[src/rtl/mic_sample_fifo_if.sv]
// Sample stream from mic_sample_fifo to its consumer.
// A word transfers on a rising clk edge where m_valid and m_ready are both 1; m_data holds while m_valid=1 and m_ready=0.
interface mic_sample_fifo_if;
    logic [11:0] m_data;
    logic        m_valid;
    logic        m_ready;

    modport master (output m_data, output m_valid, input m_ready);
    modport slave  (input m_data, input m_valid, output m_ready);
endinterface

[src/rtl/mic_sample_fifo.sv]
// Periodic microphone sampler: a divided-clock tick requests one conversion from an
// SPI mic reader and the returned 12-bit sample is queued in a first-word-fall-through FIFO.
module mic_sample_fifo #(
    parameter int CLK_DIV    = 2268,
    parameter int TIMEOUT    = 1023,
    parameter int DEPTH_LOG2 = 4
) (
    input  logic                  clk,
    input  logic                  reset,
    input  logic                  run,
    output logic                  mic_en,
    input  logic [11:0]           mic_data,
    input  logic                  mic_read_data,
    mic_sample_fifo_if.master     m,
    output logic [DEPTH_LOG2:0]   count,
    output logic [2:0]            status,
    input  logic                  clear_status,
    output logic [1:0]            dbg_state
);
    localparam int DEPTH = 1 << DEPTH_LOG2;

    typedef enum logic [1:0] {
        IDLE      = 2'd0,
        WAIT_TICK = 2'd1,
        REQUEST   = 2'd2,
        WAIT_DATA = 2'd3
    } state_t;

    state_t                state_q;
    state_t                state_d;
    logic [15:0]           timer_q;
    logic                  tick;
    logic [9:0]            wait_q;
    logic                  push_try;
    logic                  timeout_hit;
    logic                  missed_tick;
    logic [11:0]           mem [DEPTH];
    logic [DEPTH_LOG2-1:0] wr_ptr;
    logic [DEPTH_LOG2-1:0] rd_ptr;
    logic                  full;
    logic                  pop;
    logic                  push;
    logic                  overflow;

    assign tick        = run && (timer_q == 16'(CLK_DIV - 1));
    assign missed_tick = tick && (state_q != WAIT_TICK);

    always_comb begin
        state_d     = state_q;
        mic_en      = 1'b0;
        push_try    = 1'b0;
        timeout_hit = 1'b0;
        case (state_q)
            IDLE: begin
                if (run) state_d = WAIT_TICK;
            end
            WAIT_TICK: begin
                if (tick)      state_d = REQUEST;
                else if (!run) state_d = IDLE;
            end
            REQUEST: begin
                mic_en  = 1'b1;
                state_d = WAIT_DATA;
            end
            WAIT_DATA: begin
                // run is only looked at once the conversion has finished one way or the other
                if (mic_read_data) begin
                    push_try = 1'b1;
                    state_d  = run ? WAIT_TICK : IDLE;
                end else if (wait_q == 10'(TIMEOUT - 1)) begin
                    timeout_hit = 1'b1;
                    state_d     = run ? WAIT_TICK : IDLE;
                end
            end
            default: state_d = IDLE;
        endcase
    end

    // count never exceeds DEPTH, so its top bit alone marks a full FIFO
    assign full     = count[DEPTH_LOG2];
    assign pop      = m.m_valid && m.m_ready;
    assign push     = push_try && (!full || pop);
    assign overflow = push_try && full && !pop;

    always_ff @(posedge clk) begin
        if (reset) begin
            state_q <= IDLE;
            timer_q <= '0;
            wait_q  <= '0;
            wr_ptr  <= '0;
            rd_ptr  <= '0;
            count   <= '0;
            status  <= '0;
        end else begin
            state_q <= state_d;
            timer_q <= (!run || tick) ? 16'd0 : timer_q + 16'd1;
            if (state_q == REQUEST)        wait_q <= '0;
            else if (state_q == WAIT_DATA) wait_q <= wait_q + 10'd1;
            if (push) wr_ptr <= wr_ptr + DEPTH_LOG2'(1);
            if (pop)  rd_ptr <= rd_ptr + DEPTH_LOG2'(1);
            case ({push, pop})
                2'b10:   count <= count + (DEPTH_LOG2 + 1)'(1);
                2'b01:   count <= count - (DEPTH_LOG2 + 1)'(1);
                default: count <= count;
            endcase
            // a flag raised in the same cycle as clear_status survives the clear
            status <= (status & ~{3{clear_status}}) | {missed_tick, timeout_hit, overflow};
        end
    end

    always_ff @(posedge clk) begin
        if (push && !reset) mem[wr_ptr] <= mic_data;
    end

    assign m.m_data  = mem[rd_ptr];
    assign m.m_valid = (count != '0);
    assign dbg_state = state_q;
endmodule

[src/flat_wrapper.sv]
// flat-port wrapper written by rule: the top's interface ports become plain ports
module mic_sample_fifo_flat 
#(
    parameter int CLK_DIV    = 2268,
    parameter int TIMEOUT    = 1023,
    parameter int DEPTH_LOG2 = 4
)
  (clk, reset, run, mic_en, mic_data, mic_read_data, count, status, clear_status, dbg_state, m_m_data, m_m_valid, m_m_ready);
  mic_sample_fifo_if m_i ();
  input  logic clk;
  input  logic reset;
  input  logic run;
  output logic mic_en;
  input  logic [11:0] mic_data;
  input  logic mic_read_data;
  output logic [DEPTH_LOG2:0] count;
  output logic [2:0] status;
  input  logic clear_status;
  output logic [1:0] dbg_state;
  output wire logic [$bits(m_i.m_data)-1:0] m_m_data;
  output wire logic [$bits(m_i.m_valid)-1:0] m_m_valid;
  input wire logic [$bits(m_i.m_ready)-1:0] m_m_ready;
  assign m_m_data = m_i.m_data;
  assign m_m_valid = m_i.m_valid;
  assign m_i.m_ready = m_m_ready;
  mic_sample_fifo #(.CLK_DIV(CLK_DIV), .TIMEOUT(TIMEOUT), .DEPTH_LOG2(DEPTH_LOG2)) u_core (.clk(clk), .reset(reset), .run(run), .mic_en(mic_en), .mic_data(mic_data), .mic_read_data(mic_read_data), .m(m_i), .count(count), .status(status), .clear_status(clear_status), .dbg_state(dbg_state));
endmodule
[config.mk]
export PLATFORM = sky130hd
export DESIGN_NAME = mic_sample_fifo_flat
export DESIGN_NICKNAME = d
export VERILOG_FILES = /design/src/rtl/mic_sample_fifo_if.sv /design/src/rtl/mic_sample_fifo.sv /design/src/flat_wrapper.sv
export SDC_FILE = /design/constraint.sdc
export NUM_CORES = 1
export LEC_CHECK = 0
export ABC_AREA = 1
export CORE_MARGIN = 2
export CORE_UTILIZATION = 50
export CTS_CLUSTER_DIAMETER = 100
export CTS_CLUSTER_SIZE = 40
export DETAILED_ROUTE_END_ITERATION = 10
export PLACE_DENSITY = 0.68
export SYNTH_ARGS = -nofsm -noshare
export SYNTH_HDL_FRONTEND = slang
export SYNTH_SLANG_ARGS = --single-unit
[constraint.sdc]
create_clock -name clk -period 6.7 [get_ports clk]
set_input_delay 0.67 -clock clk [delete_from_list [all_inputs] [get_ports clk]]
set_output_delay 0.67 -clock clk [all_outputs]
set_load 0.01 [all_outputs]
# After elaboration in Yosys (flattened, before gate mapping)
# Memory sizes are Yosys's and may differ from the RTL's. A register that Yosys moved wholly into a read port is not among the register bits.
# Index checks and enable logic that the tools add are counted.
# word_totals
n_memories,1
ramBits,192
register_bits,44
word_cells,65
inputBits,18
out_inout_bits,24
# classes
bitwise,3
reduce_logical,19
n_addsub,6
eq_ne,11
n_mux,18
# memory_table
name,words,width,read_ports,rd_clocked_by_memory_dff,wr,line,source
u_core.mem,16,12,1,1,1,mic_sample_fifo.sv:37,logic [11:0] mem [DEPTH];
# op_table
op,n
"adder 16 x 1 -> 16 bit, second input constant",1
"== test 16 x 12 -> 1 bit, second input constant",1
"adder 10 x 1 -> 10 bit, second input constant",1
"== test 10 bit, second input constant",1
two-way mux 2 bit,5
one-hot mux 5 bit (2 select lines),1
two-way mux 1 bit,9
"adder 4 x 1 -> 4 bit, second input constant",2
two-way mux 4 bit,2
one-hot mux 2 bit (4 select lines),1
logical AND 1 bit,7
"== test 2 bit, second input constant",3
"inequality test 3 x 2 -> 1 bit, second input constant",2
"adder 5 x 1 -> 5 bit, second input constant",1
nonzero test 5 bit,1
"subtractor 5 x 1 -> 5 bit, second input constant",1
"== test 2 x 1 -> 1 bit, second input constant",2
logical NOT 1 bit,4
OR reduction 2 bit,2
bitwise AND 3 bit,1
inverter 3 bit,1
bitwise OR 3 bit,1
AND reduction 3 bit,1
logical NOT 2 bit,1
4 further kinds,5

# Longest topological paths before layout
# depth
ltp_word,7
mapped_depth,16
depth_no_buf,16

# Worst setup path after synthesis
# No wires, ideal clock.
# synth_timing
kind,input to register
from,input port reset
to,memory u_core.mem[11][0] (enable)
required_ns,6.304
n_path_buf,2
setup_ns,0.396
arrival_time_ns,1.988
setup_slack_ns,4.316
stages,3
path_cell_list,clkbuf_1 -> clkbuf_1 -> nor3_1
# synth_between
elab_chain_len,4
# synth_rtl
element,line,source
"start, declared",flat_wrapper.sv:11,input logic reset;
logical NOT 1 bit,mic_sample_fifo.sv:112,if (push && !reset) mem[wr_ptr] <= mic_data;
logical AND 1 bit,mic_sample_fifo.sv:112,
two-way mux 1 bit,mic_sample_fifo.sv:112,
two-way mux 1 bit (not written as such),mic_sample_fifo.sv:112,
"end, declared",mic_sample_fifo.sv:37,
# No other way between the ends.

==> run summary <==
The flow ran to the end, and the final reports show no timing, DRC or antenna violations. On the final layout, the worst clock skew is 0.0174 ns. Across all register-to-register paths, the minimum setup slack is 4.12 ns. The area of the die was 0.0208 mm^2; the number of detailed-route iterations in the first pass was 5.

In the final layout, the share of cells above drive strength 1 is 7.34%. VDD sags by at most 0.000260 V. Post-synthesis share of cell area spent on and, or, nand and nor gates: 13.1%.

For this configuration, the core starts out at a cell density of 50.7%. Entering global routing, the biggest net connects 98 pins. TritonCTS created 10 clock buffers. At the pin with the least slew margin, the transition time is 0.948 ns.

By area the synthesized netlist is led by sky130_fd_sc_hd__edfxtp_1 (59%), sky130_fd_sc_hd__dfxtp_1 (9.8%), sky130_fd_sc_hd__nor2_1 (5.7%), sky130_fd_sc_hd__o21ai_0 (5.6%), sky130_fd_sc_hd__o221ai_1 (3.3%). The combined area of all synthesized cells was 0.00984 mm^2; the synthesized area per cell was 11.6 um^2. The relative area change from synthesis to final layout is 10.8%. For the area of combinational cells with multiple inputs, the log shows 0.00276 mm^2. For this block, the via count after detailed routing is 6392. 0 antenna diodes ended up in the layout.

The number of failing hold endpoints at the final stage was 0. The clock sink total is 240. The synthesized netlist devotes 1.53% of its cell area to adder and majority cells. The post-place instance area was 0.0106 mm^2; the number of fillers in the final layout was 1668. The count of cells resized by post-cts repair was 0.

In this run the worst hold path is classified as reg2reg. The capture instance of the worst register-to-register path is u_core.mem[2][9]. In this run the static leakage power is 3.55 nW. Using the TritonRoute via totals, the vias-per-cell ratio works out to 5.55. Synthesis produced 849 cells.

CTS placed an instance of sky130_fd_sc_hd__clkbuf_16 at the clock tree root. The share of cell area taken by muxes after synthesis came out at 0%. The insertion delay of the later-clocked pin in the worst-skew pair is 0.48 ns, and the number of nets produced by synthesis is 879.

The count of buffers added on input and output ports is 41. The compound-gate portion of the synthesized area is 12.1%. Buffers added to address setup during post-CTS repair amount to 0.

The final layout contains routed wiring with a total length of 20.9 mm. The number of antenna violations at the first check in global routing came out at 0. The peak fanout along the critical path works out to 97.

The detailed router finished its first iteration with 612 violations. Summed over all nets, the half-perimeter wirelength after detailed placement is 11.7 mm. The total area inside the core boundary comes to 0.0194 mm^2. After routing, the total negative slack on setup checks comes to 0 ns. Setup violations remaining at the end of the flow were counted as 0. The cell depth of the worst hold path is 1. The worst-case headroom to the max-slew limit came out at 36.6%.

The worst setup path is of the reg2out kind. Setup repair after global routing left no endpoint under its margin. The final layout net count is 913, and the total routing resource utilization after global routing is 20.3%. Flip-flop and latch count after synthesis: 240. The share of the synthesized area in the top cell type works out to 58.6%.

After global routing the overflow that remains totals 0. The tools report the number of pins exceeding their max-slew limit in the final report as 0. TritonCTS built the clock tree. From left edge to right edge, the die measures 144 um. Number of buffers on the longest clock path: 3. sky130_fd_sc_hd__edfxtp_1 takes more of the synthesized area than any other cell. The main combinational cell family by area after synthesis was simple AND/OR/NAND/NOR gates. After clock tree synthesis, the clock-pin slew on the worst setup and hold paths is 0.14 ns. Of the available clock period, the critical path in the final layout requires 62.7%. Data on the critical path arrives at its endpoint at 3.53 ns. In this run the most critical hold path is launched from u_core.timer_q[0]. For the count of antenna-violating nets left after detailed routing, the log shows 0.

For the required arrival time at the worst endpoint, the log shows 6.03 ns. The number of library cell types mapped by synthesis is 35, and the number of cell instances on the worst register-to-register path is 9. At the end of routability-driven placement, the weighted congestion stood at 0.797. The logs give 0 for the yosys synthesis warning count and 0 for the remaining routing DRC violations.

Summing the sequential cell areas from Yosys gives 68.4% of the chip area. The wire length of the first global-routing pass was 32.2 mm. The mean routed wirelength per cell is 18.1 um. For the number of buffers added to fix hold violations after cts, the log shows 0. For hold timing, the worst endpoint is u_core.timer_q[0].

Once layout is done, the placed cells without fillers occupy 0.0109 mm^2. The tools report the element type at the critical path end as an output port. The run gives 1 as the H-tree level count. The number of global-route vias before repair is 6025, and the synthesized-area fraction occupied by xor and xnor cells is 1.07%. The logs give 0.00673 mm^2 for the sequential cell area and 0.238 GHz for the maximum frequency from static timing analysis.

The tools report the boundary pin count as 42. Die height: 144 um. The number of max-cap violations came out at 0. Type of element launching the critical path: a flop.

Power spread over the standard cell area amounts to 309 mW/mm^2. The clock period could shrink to 4.20 ns. In this run the core area contains 51 standard-cell rows.
## final cells by class
class                   instances  area share [%]
flip-flops and latches        240            61.7
multi-input cells             520            25.3
repair buffers                 62            5.21
well taps                     265            3.04
clock buffers                  12            2.56
inverters                      49            1.69
clock inverters                 3           0.448
## per-stage QoR
stage               setup WS, ns  hold WS [ns]  utilization [%]  power (W)  cells
global route                2.31         0.479             56.2    0.00355   1151
finish                      2.50         0.462             56.2    0.00337   1151
global placement            3.15         0.433             54.5    0.00261   1136
CTS                         2.57         0.464             56.2    0.00339   1151
detailed placement          3.09         0.438             54.5    0.00264   1136
floorplan                   4.32         0.418                -    0.00233    849
## cell usage after synthesis (all sizes together)
cell,n
xor2,12
edfxtp,192
nor4,1
o21ai,110
nand2,78
nand3,33
o221ai,37
nor3b,1
o211ai,11
buf,14
o22ai,11
nor2,153
dfxtp,48
nor3,17
inv,48
nand4,4
a21oi,29
clkbuf,26
clkinv,1
o21bai,1
ha,12
or2,8
nand3b,2
## critical path, stage by stage (launching register included)
cell and delay [ns]:
sky130_fd_sc_hd__dfxtp_2 0.33, sky130_fd_sc_hd__buf_4 0.36, sky130_fd_sc_hd__inv_2 0.40, sky130_fd_sc_hd__buf_4 0.67, sky130_fd_sc_hd__o21ai_0 0.16, sky130_fd_sc_hd__o221ai_1 0.21, sky130_fd_sc_hd__o211ai_1 0.12, sky130_fd_sc_hd__nand2_1 0.15
sky130_fd_sc_hd__clkdlybuf4s50_1 0.55
## worst max path at each step
stage / cells past startpoint / endpoint / slack, ns
6_report: 8 / m_m_data[1] / 2.50
3_3_place_gp: 8 / m_m_data[7] / 3.15
5_1_grt: 8 / m_m_data[5] / 2.31
2_1_floorplan: 3 / u_core.mem[11][0] / 4.32
3_5_place_dp: 8 / m_m_data[1] / 3.09
4_1_cts: 8 / m_m_data[1] / 2.57
## cells in the final DEF, fill, tap and decap left out, types with 2 or more instances in the layout
cell type	Yosys	layout
sky130_fd_sc_hd__nand4_1	4	4
sky130_fd_sc_hd__clkinv_8	0	2
sky130_fd_sc_hd__clkdlybuf4s50_1	0	41
sky130_fd_sc_hd__o221ai_1	37	37
sky130_fd_sc_hd__nand2_2	5	5
sky130_fd_sc_hd__o211ai_1	11	11
sky130_fd_sc_hd__clkbuf_16	0	11
sky130_fd_sc_hd__edfxtp_1	192	192
sky130_fd_sc_hd__inv_1	45	44
sky130_fd_sc_hd__o21ai_0	110	110
sky130_fd_sc_hd__dfxtp_1	48	47
sky130_fd_sc_hd__o22ai_1	11	11
sky130_fd_sc_hd__or2_2	4	4
sky130_fd_sc_hd__nand3_1	32	32
sky130_fd_sc_hd__a21oi_1	28	28
sky130_fd_sc_hd__nor2_1	149	149
sky130_fd_sc_hd__inv_2	3	4
sky130_fd_sc_hd__or2_0	4	4
sky130_fd_sc_hd__nor3_4	1	2
sky130_fd_sc_hd__nor2_2	3	3
sky130_fd_sc_hd__nand3b_1	2	2
sky130_fd_sc_hd__buf_4	3	21
sky130_fd_sc_hd__nand2_1	73	73
sky130_fd_sc_hd__ha_1	12	12
sky130_fd_sc_hd__nor3_1	11	7
sky130_fd_sc_hd__xor2_1	12	12
sky130_fd_sc_hd__nor3_2	5	8
## where the power goes
part	switching [W]	internal, W
sequential	0.0000296	0.00163
combinational	0.000584	0.000355
clock	0.000448	0.000316
## cell families after synthesis
kind of cell	Yosys count
fa+ha+maj	12
flops	240
compound gates	199
simple gates	297
xor+xnor	12
buf+inv	89
## sequential cells by signal, summed over array words and instances, names as in the netlist, named ones only
register	cells
u_core.count	5
u_core.dbg_state	1
u_core.mem	192
u_core.rd_ptr	4
u_core.status	3
u_core.timer_q	16
u_core.wait_q	10
u_core.wr_ptr	4
## layer usage
layer  up-vias  wire length [um]  global-route usage [%]
met5         -                 0                       0
met1      3070              9270                    28.4
met2       195             10000                    34.8
li1       3101                 -                       -
met4         0               347                    4.39
met3        26              1190                    1.99
Note: power is estimated with default switching activity, not from simulation.
